## src/rtl/arf156b040e2r2w0cbbehbaa4acw_gclk_rpen_ctrl.sv

```systemverilog
// Regional power-enable controller for the RCB clock-gate stage.
// Filters array activity requests through a wake delay and a hysteresis window,
// producing RPEn for the RCB, RcbRdy once the gated clock has settled, and a
// saturating telemetry count of cycles spent gated (IDLE).
//
// Ports:
//   CkGridX1N    in   ungated grid clock, all state on its rising edge
//   Rst          in   synchronous reset, active-high
//   ActReq       in   activity request level (any rd/wr port pending)
//   CfgHystCnt   in   cycles RPEn stays high after ActReq drops
//   CfgWakeDly   in   cycles from RPEn rise to RcbRdy rise
//   GatedCycClr  in   synchronous clear of GatedCyc
//   RPEn         out  regional power enable (1 = clock runs)
//   RcbRdy       out  RCB clock enabled and settled
//   CtlState     out  FSM state: 0 IDLE, 1 WAKE, 2 ACTIVE, 3 HYST
//   GatedCyc     out  saturating count of cycles spent in IDLE
module arf156b040e2r2w0cbbehbaa4acw_gclk_rpen_ctrl #(
    parameter int unsigned HYST_W = 4,
    parameter int unsigned WAKE_W = 2,
    parameter int unsigned CNT_W  = 16
) (
    input  logic              CkGridX1N,
    input  logic              Rst,
    input  logic              ActReq,
    input  logic [HYST_W-1:0] CfgHystCnt,
    input  logic [WAKE_W-1:0] CfgWakeDly,
    input  logic              GatedCycClr,
    output logic              RPEn,
    output logic              RcbRdy,
    output logic [1:0]        CtlState,
    output logic [CNT_W-1:0]  GatedCyc
);

    typedef enum logic [1:0] {
        StIdle   = 2'd0,
        StWake   = 2'd1,
        StActive = 2'd2,
        StHyst   = 2'd3
    } state_e;

    state_e             state_q, state_d;
    logic [WAKE_W-1:0]  wk_cnt_q, wk_cnt_d;
    logic [HYST_W-1:0]  hy_cnt_q, hy_cnt_d;
    logic [CNT_W-1:0]   gated_q, gated_d;
    logic               rpen_q, rcb_rdy_q;

    localparam logic [CNT_W-1:0] GatedMax = {CNT_W{1'b1}};

    always_comb begin
        state_d  = state_q;
        wk_cnt_d = wk_cnt_q;
        hy_cnt_d = hy_cnt_q;
        unique case (state_q)
            StIdle: begin
                if (ActReq) begin
                    if (CfgWakeDly != '0) begin
                        state_d  = StWake;
                        wk_cnt_d = CfgWakeDly;
                    end else begin
                        state_d = StActive;
                    end
                end
            end
            StWake: begin
                // ActReq deliberately ignored: a started wake always completes.
                wk_cnt_d = wk_cnt_q - 1'b1;
                if (wk_cnt_q == WAKE_W'(1)) begin
                    state_d = StActive;
                end
            end
            StActive: begin
                if (!ActReq) begin
                    if (CfgHystCnt != '0) begin
                        state_d  = StHyst;
                        hy_cnt_d = CfgHystCnt;
                    end else begin
                        state_d = StIdle;
                    end
                end
            end
            StHyst: begin
                if (ActReq) begin
                    state_d = StActive;
                end else begin
                    hy_cnt_d = hy_cnt_q - 1'b1;
                    if (hy_cnt_q == HYST_W'(1)) begin
                        state_d = StIdle;
                    end
                end
            end
            default: state_d = StIdle;
        endcase
    end

    // Counts edges at which the registered state is IDLE; clear beats increment.
    always_comb begin
        gated_d = gated_q;
        if (GatedCycClr) begin
            gated_d = '0;
        end else if (state_q == StIdle && gated_q != GatedMax) begin
            gated_d = gated_q + 1'b1;
        end
    end

    always_ff @(posedge CkGridX1N) begin
        if (Rst) begin
            state_q   <= StIdle;
            wk_cnt_q  <= '0;
            hy_cnt_q  <= '0;
            gated_q   <= '0;
            rpen_q    <= 1'b0;
            rcb_rdy_q <= 1'b0;
        end else begin
            state_q   <= state_d;
            wk_cnt_q  <= wk_cnt_d;
            hy_cnt_q  <= hy_cnt_d;
            gated_q   <= gated_d;
            // Outputs decoded from next state so they are flop-driven and glitch-free.
            rpen_q    <= (state_d != StIdle);
            rcb_rdy_q <= (state_d == StActive) || (state_d == StHyst);
        end
    end

    assign RPEn     = rpen_q;
    assign RcbRdy   = rcb_rdy_q;
    assign CtlState = state_q;
    assign GatedCyc = gated_q;

endmodule

```

## config.mk

```make
export PLATFORM = sky130hd
export DESIGN_NAME = arf156b040e2r2w0cbbehbaa4acw_gclk_rpen_ctrl
export DESIGN_NICKNAME = d
export VERILOG_FILES = /design/src/rtl/arf156b040e2r2w0cbbehbaa4acw_gclk_rpen_ctrl.sv
export SDC_FILE = /design/constraint.sdc
export NUM_CORES = 1
export LEC_CHECK = 0
export ABC_AREA = 1
export CORE_ASPECT_RATIO = 1.4
export CORE_UTILIZATION = 30
export DETAILED_ROUTE_END_ITERATION = 10
export PLACE_DENSITY = 0.6
export SYNTH_ARGS = -nofsm -noshare
export SYNTH_HDL_FRONTEND = slang
export SYNTH_SLANG_ARGS = --single-unit
```

## constraint.sdc

```tcl
create_clock -name CkGridX1N -period 1.8 [get_ports CkGridX1N]
set_clock_uncertainty 0.15 [all_clocks]
set_input_delay 0.54 -clock CkGridX1N [delete_from_list [all_inputs] [get_ports CkGridX1N]]
set_output_delay 0.54 -clock CkGridX1N [all_outputs]
set_load 0.05 [all_outputs]
```

==> summary by stage, run 1 <==
Global routing
The initial antenna violation count came to 0. Entering global routing, the biggest net connects 16 pins. The first global-routing pass estimated between 6000 and 7000 um of wire. The number of global-route vias before repair was about 1600. The combined global-route utilization of all metal layers is about 15%.

The aggregate global routing overflow is 0.

Place
Including well taps, the total number of placed cells is ~340. The detailed placer's ending HPWL is 3020 um. The number of port buffers is 29. The final weighted congestion of routability-driven global placement is 0.815.

Finish
The post-route netlist has 29.2% of its cells at a drive strength greater than 1. The final-stage net count is ~300. The final-layout fill cell count is about 520. Compared with the post-synthesis result, the final layout area differs by 50.4%.

Once layout is complete, the cells apart from fillers number 348. The top cell types in the final layout, fill and taps aside, are nand2_1 (73), inv_1 (28), nor2_1 (23). The library cell used most frequently in the layout, excluding fill and tap cells, is nand2_1. The antenna cell count is 0.

Clock tree
CTS built an H-tree with a depth of 1. The quantity of hold-fixing buffers added after cts is 0. TritonCTS created 3 clock buffers. The clock latency at the later pin of the worst-skew pair is 280 ps.

TritonCTS built the clock tree. The buffer levels on the longest clock path is 2. The tree built by TritonCTS fans out to 26 sinks. CTS placed an instance of clkbuf_8 at the clock tree root.

The clock transition at the register clock pins on the worst setup and hold paths after CTS is ~90 ps.

Worst hold path
The worst hold path passes through 2 cells. The class of the worst hold path is reg2reg.

Synth
The count of warnings emitted by yosys is 0. In this run, synthesis inferred 0 flip-flops with an integrated enable. The netlist uses 22 different library cells. The cell count after synthesis came out at around 240. In this run the cell area of the synthesized design comes to approximately 1600 sq um. The sequential cell area fraction in the yosys report is ~33%. The number of nets in the synthesized netlist is around 250. The post-synthesis register bit count is 26. The most used flip-flop cell after synthesis is dfxtp_1. The proportion of register bits with asynchronous set or reset after synthesis is 0%. After synthesis, the mean cell area works out to ~6.7 sq um.

Worst setup path
The depth of the critical timing path with buffers and inverters included is 6. The critical path startpoint category is a primary input. The signal on the critical path passes through clkdlybuf4s50_1 -> inv_1 -> o31ai_2 -> buf_4 -> o21ai_0 -> a21oi_1.

The worst endpoint required time is roughly 1900 ps. The critical path's top delay family is buffers and inverters. Data on the critical path arrives at its endpoint at between 1500 and 2000 ps. For this design, the slowest cell found on the critical path is clkdlybuf4s50_1. STA classifies the critical path endpoint as a flop.

Across all register-to-register paths, the minimum setup slack is ~150 ps. The worst setup path category is in2reg. On the worst path, the slowest cell contributes a delay of between 500 and 600 ps.

Together, buffers and inverters on the worst path number 3. In this run the worst path has a maximum fanout of 5. For the worst flop-to-flop path, the logic depth is 8.

Timing
The max-slew violation count is 0. The routed design could run at a clock period as short as approximately 1700 ps. The number of failing hold endpoints at the final stage is 0. The final cycle utilization of the critical path is between 90% and 100%. The relative slew slack is between 70% and 80%. Setup repair after global routing could not meet its margin everywhere. Setup violations remaining at the end of the flow were counted as 0. Timing would allow up to between 500 and 600 MHz. At the pin with the least slew margin, the transition time is roughly 300 ps. The final worst hold slack is 339 ps.

Routing
The first detailed-routing pass took 4 iterations. The routed length per placed instance is ~11 um. The DRC violation count after routing is 0. The average vias per placed instance is between 4 and 5. For this block, the initial DRC count from the detailed router was 60. The vias after detailed routing is 1623. The routed design has 3910 um of wire.

Once detail routing completed, the nets flagged for antenna violations numbered 0.

Pwr
The total power after layout is 1.33 mW. The maximum ir drop on the vdd rail is 0.272 mV. For this design the ratio of total power to cell area is between 500 and 600 nW/um^2. In this run the static leakage power is about 0.93 nW.

Job
The max capacitance violation total is 0.

Floorplanning
The overall die area is about 5500 sq um. The die height is about 88 um. After floorplanning, the core was divided into 30 placement rows. The standard cell core area is approximately 5000 sq um. Once the floorplan was initialized, standard cells occupied roughly a third of the core. The chip width is about 63 um. The I/O pin count is 30.

Status
The flow ran to the end, and the final reports show no timing, DRC or antenna violations.
-- final cells by class --
type / instances / area [sq um] / share of cell area [%]
repair buffers: 48 / 646 / 27.2
multi-input cells: 177 / 946 / 39.9
inverters: 29 / 109 / 4.59
flip-flops and latches: 26 / 544 / 23.0
clock buffers: 3 / 41.3 / 1.74
clock inverters: 1 / 3.75 / 0.158
well taps: 64 / 80.1 / 3.38
-- stage by stage --
| step | instance area (sq um) | TNS (ps) | worst slack, ps | utilization [%] |
|---|---|---|---|---|
| 2_1_floorplan | 1610 | 0 | 12.7 | - |
| 3_3_place_gp | 2310 | -1540 | -260 | 46.6 |
| 3_5_place_dp | 2310 | -1770 | -291 | 46.6 |
| 4_1_cts | 2360 | 0 | 6.07 | 47.6 |
| 5_1_grt | 2370 | -43.9 | -37.4 | 47.8 |
| 6_report | 2370 | 0 | 125 | 47.8 |
-- cell families after synthesis --
group | share of synthesized area (%)
buffers and inverters | 8.58
XOR/XNOR | 4.45
AO/OA/AOI/OAI | 17.2
flip-flops | 33.0
adder cells (fa/ha/maj) | 3.18
AND/OR/NAND/NOR | 33.5
-- layer usage --
layer / vias to the layer above / GRT usage [%] / wire length (um) / share of wire, %
met1: 728 / 16.8 / 1770 / 45
met5: - / 0 / 0 / 0
met4: 0 / 9.09 / 132 / 3.4
met3: 10 / 1.82 / 138 / 3.5
li1: 850 / - / - / -
met2: 35 / 26.1 / 1880 / 48
-- report_power, final --
part / total [mW] / switching [mW] / internal [mW]
sequential: 0.632 / 0.0314 / 0.600
combinational: 0.349 / 0.190 / 0.159
clock: 0.346 / 0.193 / 0.154
total: 1.33 / 0.414 / 0.913
-- registers in the layout, summed over array words and instances, names as in the netlist --
name	count
wk_cnt_q	2
CtlState	2
GatedCyc	16
hy_cnt_q	4
RcbRdy	1
RPEn	1
-- worst reg2reg max path, stage by stage (launching register included) --
cell	delay [ps]
dfxtp_4	420
ha_4	170
inv_1	60
nor2_4	130
nand2_4	70
o21ai_4	210
inv_2	180
nand2_1	130
a21oi_2	50
-- worst paths after layout --
| kind | start | endpoint |
|---|---|---|
| setup / recovery | ActReq | wk_cnt_q[1] |
| hold / removal | hy_cnt_q[3] | hy_cnt_q[3] |
| setup reg to reg | GatedCyc[0] | GatedCyc[13] |
| hold reg to reg | hy_cnt_q[3] | hy_cnt_q[3] |
-- what timing repair did --
action,4_1_cts,5_1_grt
resized for setup,0,6
endpoints found under the setup margin,0,7
buffers inserted,0,0
-- Yosys cell counts, types with 3 or more instances --
cell	n	area, sq um
a21oi_1	10	50.1
a21oi_2	10	87.6
dfxtp_1	26	521
ha_1	4	50.1
inv_1	28	105
nand2_1	74	278
nand2_2	3	18.8
nand3_1	9	45.0
nand4_1	7	43.8
nor2_1	24	90.1
nor2_2	3	18.8
o21ai_0	17	85.1
xnor2_1	4	35.0
xor2_1	4	35.0
No activity file was read; power rests on OpenSTA's default activity.
==> run 2: changes to the inputs <==
- CORE_ASPECT_RATIO: 1.4 -> default
==> run 2 against run 1 <==
  * Fmax down 1.9%
  * Cell count up 1.4%
  * Register-to-register slack worse by 60 ps
  * Non-clock buffer count down 1
  * Worst setup slack worse by 32 ps
  * Critical path depth up 2
  * Design area up 0.11%
  * Global-route usage down 0.32 points
  * First-iteration DRC count up 75%
  * Count of clock-buffer cells in the layout up 1
  * Die area about the same
  * Combinational power down 5%
==> summary by stage, run 2 (synthesis gave the netlist of run 1 again) <==
Finish
The leading cell type in the layout, fill and taps excluded is nand2_1 (unchanged). The number of flip-flops under the largest register name is 16 (unchanged). The antenna cell count is 0 (unchanged). The share of layout cells above drive strength 1 came to 28.6% (was 29.2%). The final-stage net count was 298 (was 299). Top library cells by usage in the layout, fill and taps aside: nand2_1 (73), inv_1 (28), nor2_1 (24) (was nand2_1 (73), inv_1 (28), nor2_1 (23)). The synthesis-to-layout area growth was 50.6% (was 50.4%).

The final-layout fill cell count is 504 (was 518). The number of cells in the finished layout apart from fillers is 353 (was 348).

Worst hold path
The origin of the worst min-delay path is hy_cnt_q[3] (unchanged). The class of the worst hold path is reg2reg (unchanged).

Worst setup path
The worst setup path category was reg2reg (was in2reg). The type of destination of the critical path was a flop (unchanged). The cell type of the slowest stage on the worst timing path is dfxtp_4 (was clkdlybuf4s50_1). The largest fanout on the critical path came to 9 (was 5).

The data arrival time at the worst-slack endpoint came to 1760 ps (was 1740 ps). The launch point of the worst reg-to-reg path is GatedCyc[0] (unchanged). The critical path's top delay family is flip-flops (was buffers and inverters). The critical path startpoint category is a flop (was primary input).

The critical path's largest stage delay is 420 ps (was 540 ps). The combined buffer and inverter count along the critical path is 2 (was 3). The worst setup path startpoint is GatedCyc[0] (was ActReq). The worst endpoint required time is 1860 ps (was 1870 ps). Cell Chain, Critical Path: ha_4 -> inv_1 -> nor2_4 -> nand2_4 -> o21ai_4 -> buf_4 -> nand2_1 -> a21oi_2 (was clkdlybuf4s50_1 -> inv_1 -> o31ai_2 -> buf_4 -> o21ai_0 -> a21oi_1).

Pwr
The maximum ir drop on the vdd rail is 0.313 mV (was 0.272 mV). The share of total power in combinational logic is 24.5% (was 26.3%). The total leakage power is 0.929 nW (was 0.928 nW). The total power after layout is 1.35 mW (was 1.33 mW). The clock share of power is 28.8% (was 26.1%).

The sequential share of power is 46.7% (was 47.6%). The internal cell power is 0.945 mW (was 0.913 mW). The net switching power of the design is 0.410 mW (was 0.414 mW). The power per cell area is 571 nW/um^2 (was 560 nW/um^2). The switching share of power is 30.3% (was 31.2%).

Routing
The wire length reported by the detailed router came to 3720 um (was 3910 um). The first-pass iteration count of the detailed router is 4 (unchanged). The sum of met3 wire segment lengths after detailed routing came to 75 um (was 138 um).

The final antenna-violating net count is 0 (unchanged). The average vias per placed instance came to 4.48 (was 4.66). The wire length on met2 was 1670 um (was 1880 um). The vias after detailed routing is 1581 (was 1623). The DRC violation count after routing is 0 (unchanged).

The number of DRC markers in iteration 0 is 105 (was 60). The wire length on met1 is 1930 um (was 1770 um). The routed length per placed instance is 10.5 um (was 11.2 um).

The highest layer used for signal routing is met4 (unchanged).

Floorplanning
The standard cell core area was 5070 sq um (was 4950 sq um). The overall die area is 5540 sq um (was 5550 sq um). The I/O pin count is 30 (unchanged). The number of placement rows is 26 (was 30). The effective utilization at floorplan was 31.0% (was 31.8%). The chip width is 74.5 um (was 63.2 um). The die height was 74.5 um (was 87.7 um).

Global routing
The maximum number of pins on one net before global-route repair is 16 (unchanged). The initial antenna violation count is 0 (unchanged). The wire length of the first global-routing pass is 6260 um (was 6490 um). The number of global-route vias before repair was 1374 (was 1562).

The aggregate global routing overflow is 0 (unchanged). The combined global-route utilization of all metal layers was 14.4% (was 14.7%).

Timing
The final count of negative-setup-slack endpoints is 0 (unchanged). The transition time at the pin with the least slew margin was 344 ps (was 300 ps). The final cycle utilization of the critical path is 94.9% (was 93.1%).

The minimum clock period after layout is 1710 ps (was 1680 ps). Unrepaired setup endpoints after global routing: yes (unchanged). The max-slew violation count was 0 (unchanged). The number of failing hold endpoints at the final stage is 0 (unchanged). The relative slew slack came to 77.0% (was 80.0%). The highest clock rate came to 586 MHz (was 597 MHz).

Clock tree
The clock sink count is 26 (unchanged). The clock latency at the later pin of the worst-skew pair is 270 ps (was 280 ps). The number of buffers created by CTS is 3 (unchanged). The CTS tree is built (unchanged). The buffer levels on the longest clock path is 2 (unchanged). The H-tree level count was 1 (unchanged). The clock tree root buffer cell is clkbuf_8 (unchanged). The clock transition at the register clock pins on the worst setup and hold paths after CTS came to 100 ps (was 90 ps).

Job
The max capacitance violation total is 0 (unchanged).

Status
Outcome: completed (unchanged).

Place
The final weighted congestion of routability-driven global placement is 0.807 (was 0.815). The total instance count after detailed placement is 349 (was 344). The detailed placer's ending HPWL is 2870 um (was 3020 um).

The number of port buffers is 29 (unchanged).
-- run 2: stage by stage --
step / instance area (sq um) / hold WS (ps) / TNS, ps / setup slack (ps) / utilization [%]
finish: 2370 / 346 / 0 / 92.7 / 46.7
global route: 2370 / 389 / -4.28 / -4.28 / 46.7
CTS: 2370 / 349 / 0 / 6.28 / 46.6
detailed placement: 2310 / 336 / -1420 / -287 / 45.5
global placement: 2310 / 323 / -1330 / -264 / 45.5
floorplan: 1610 / 303 / 0 / 12.7 / -
-- run 2: tightest hold or removal path, cell delays in order, from the launching register on --
cell and delay (ps):
dfxtp_1 340, nand2_1 70, a21oi_1 60
-- run 2: routing by layer --
layer / global-route usage, % / up-vias
met1: 20.1 / 706
met2: 23.2 / 20
met5: 0 / -
met3: 1.63 / 4
met4: 4.40 / 0
li1: - / 851
-- run 2: power by group through the flow --
stage          combinational [mW]  sequential, mW  clock [mW]
3_5_place_dp                0.332           0.646           0
5_1_grt                     0.362           0.636       0.415
3_3_place_gp                0.328           0.646           0
6_report                    0.332           0.633       0.390
2_1_floorplan               0.144           0.686           0
4_1_cts                     0.333           0.633       0.398
-- run 2: final timing paths --
path,to,slack [ps],cells past startpoint
max,GatedCyc[4],90,8
min,hy_cnt_q[3],350,2
max reg2reg,GatedCyc[4],90,8
min reg2reg,hy_cnt_q[3],350,2
-- run 2: final cells by class --
cell class	instances	area (sq um)	share of cell area (%)
Clock buffer	4	55.1	2.32
Sequential cell	26	544	22.9
Timing Repair Buffer	47	638	26.9
Multi-Input combinational cell	177	938	39.6
Tap cell	70	87.6	3.69
Inverter	29	109	4.59
-- run 2: timing repair --
item / CTS / global route
endpoints found under the setup margin: 0 / 5
hold endpoints to repair: 0 / 0
resized for setup: 0 / 4
buffers inserted: 0 / 0
hold buffers: 0 / 0
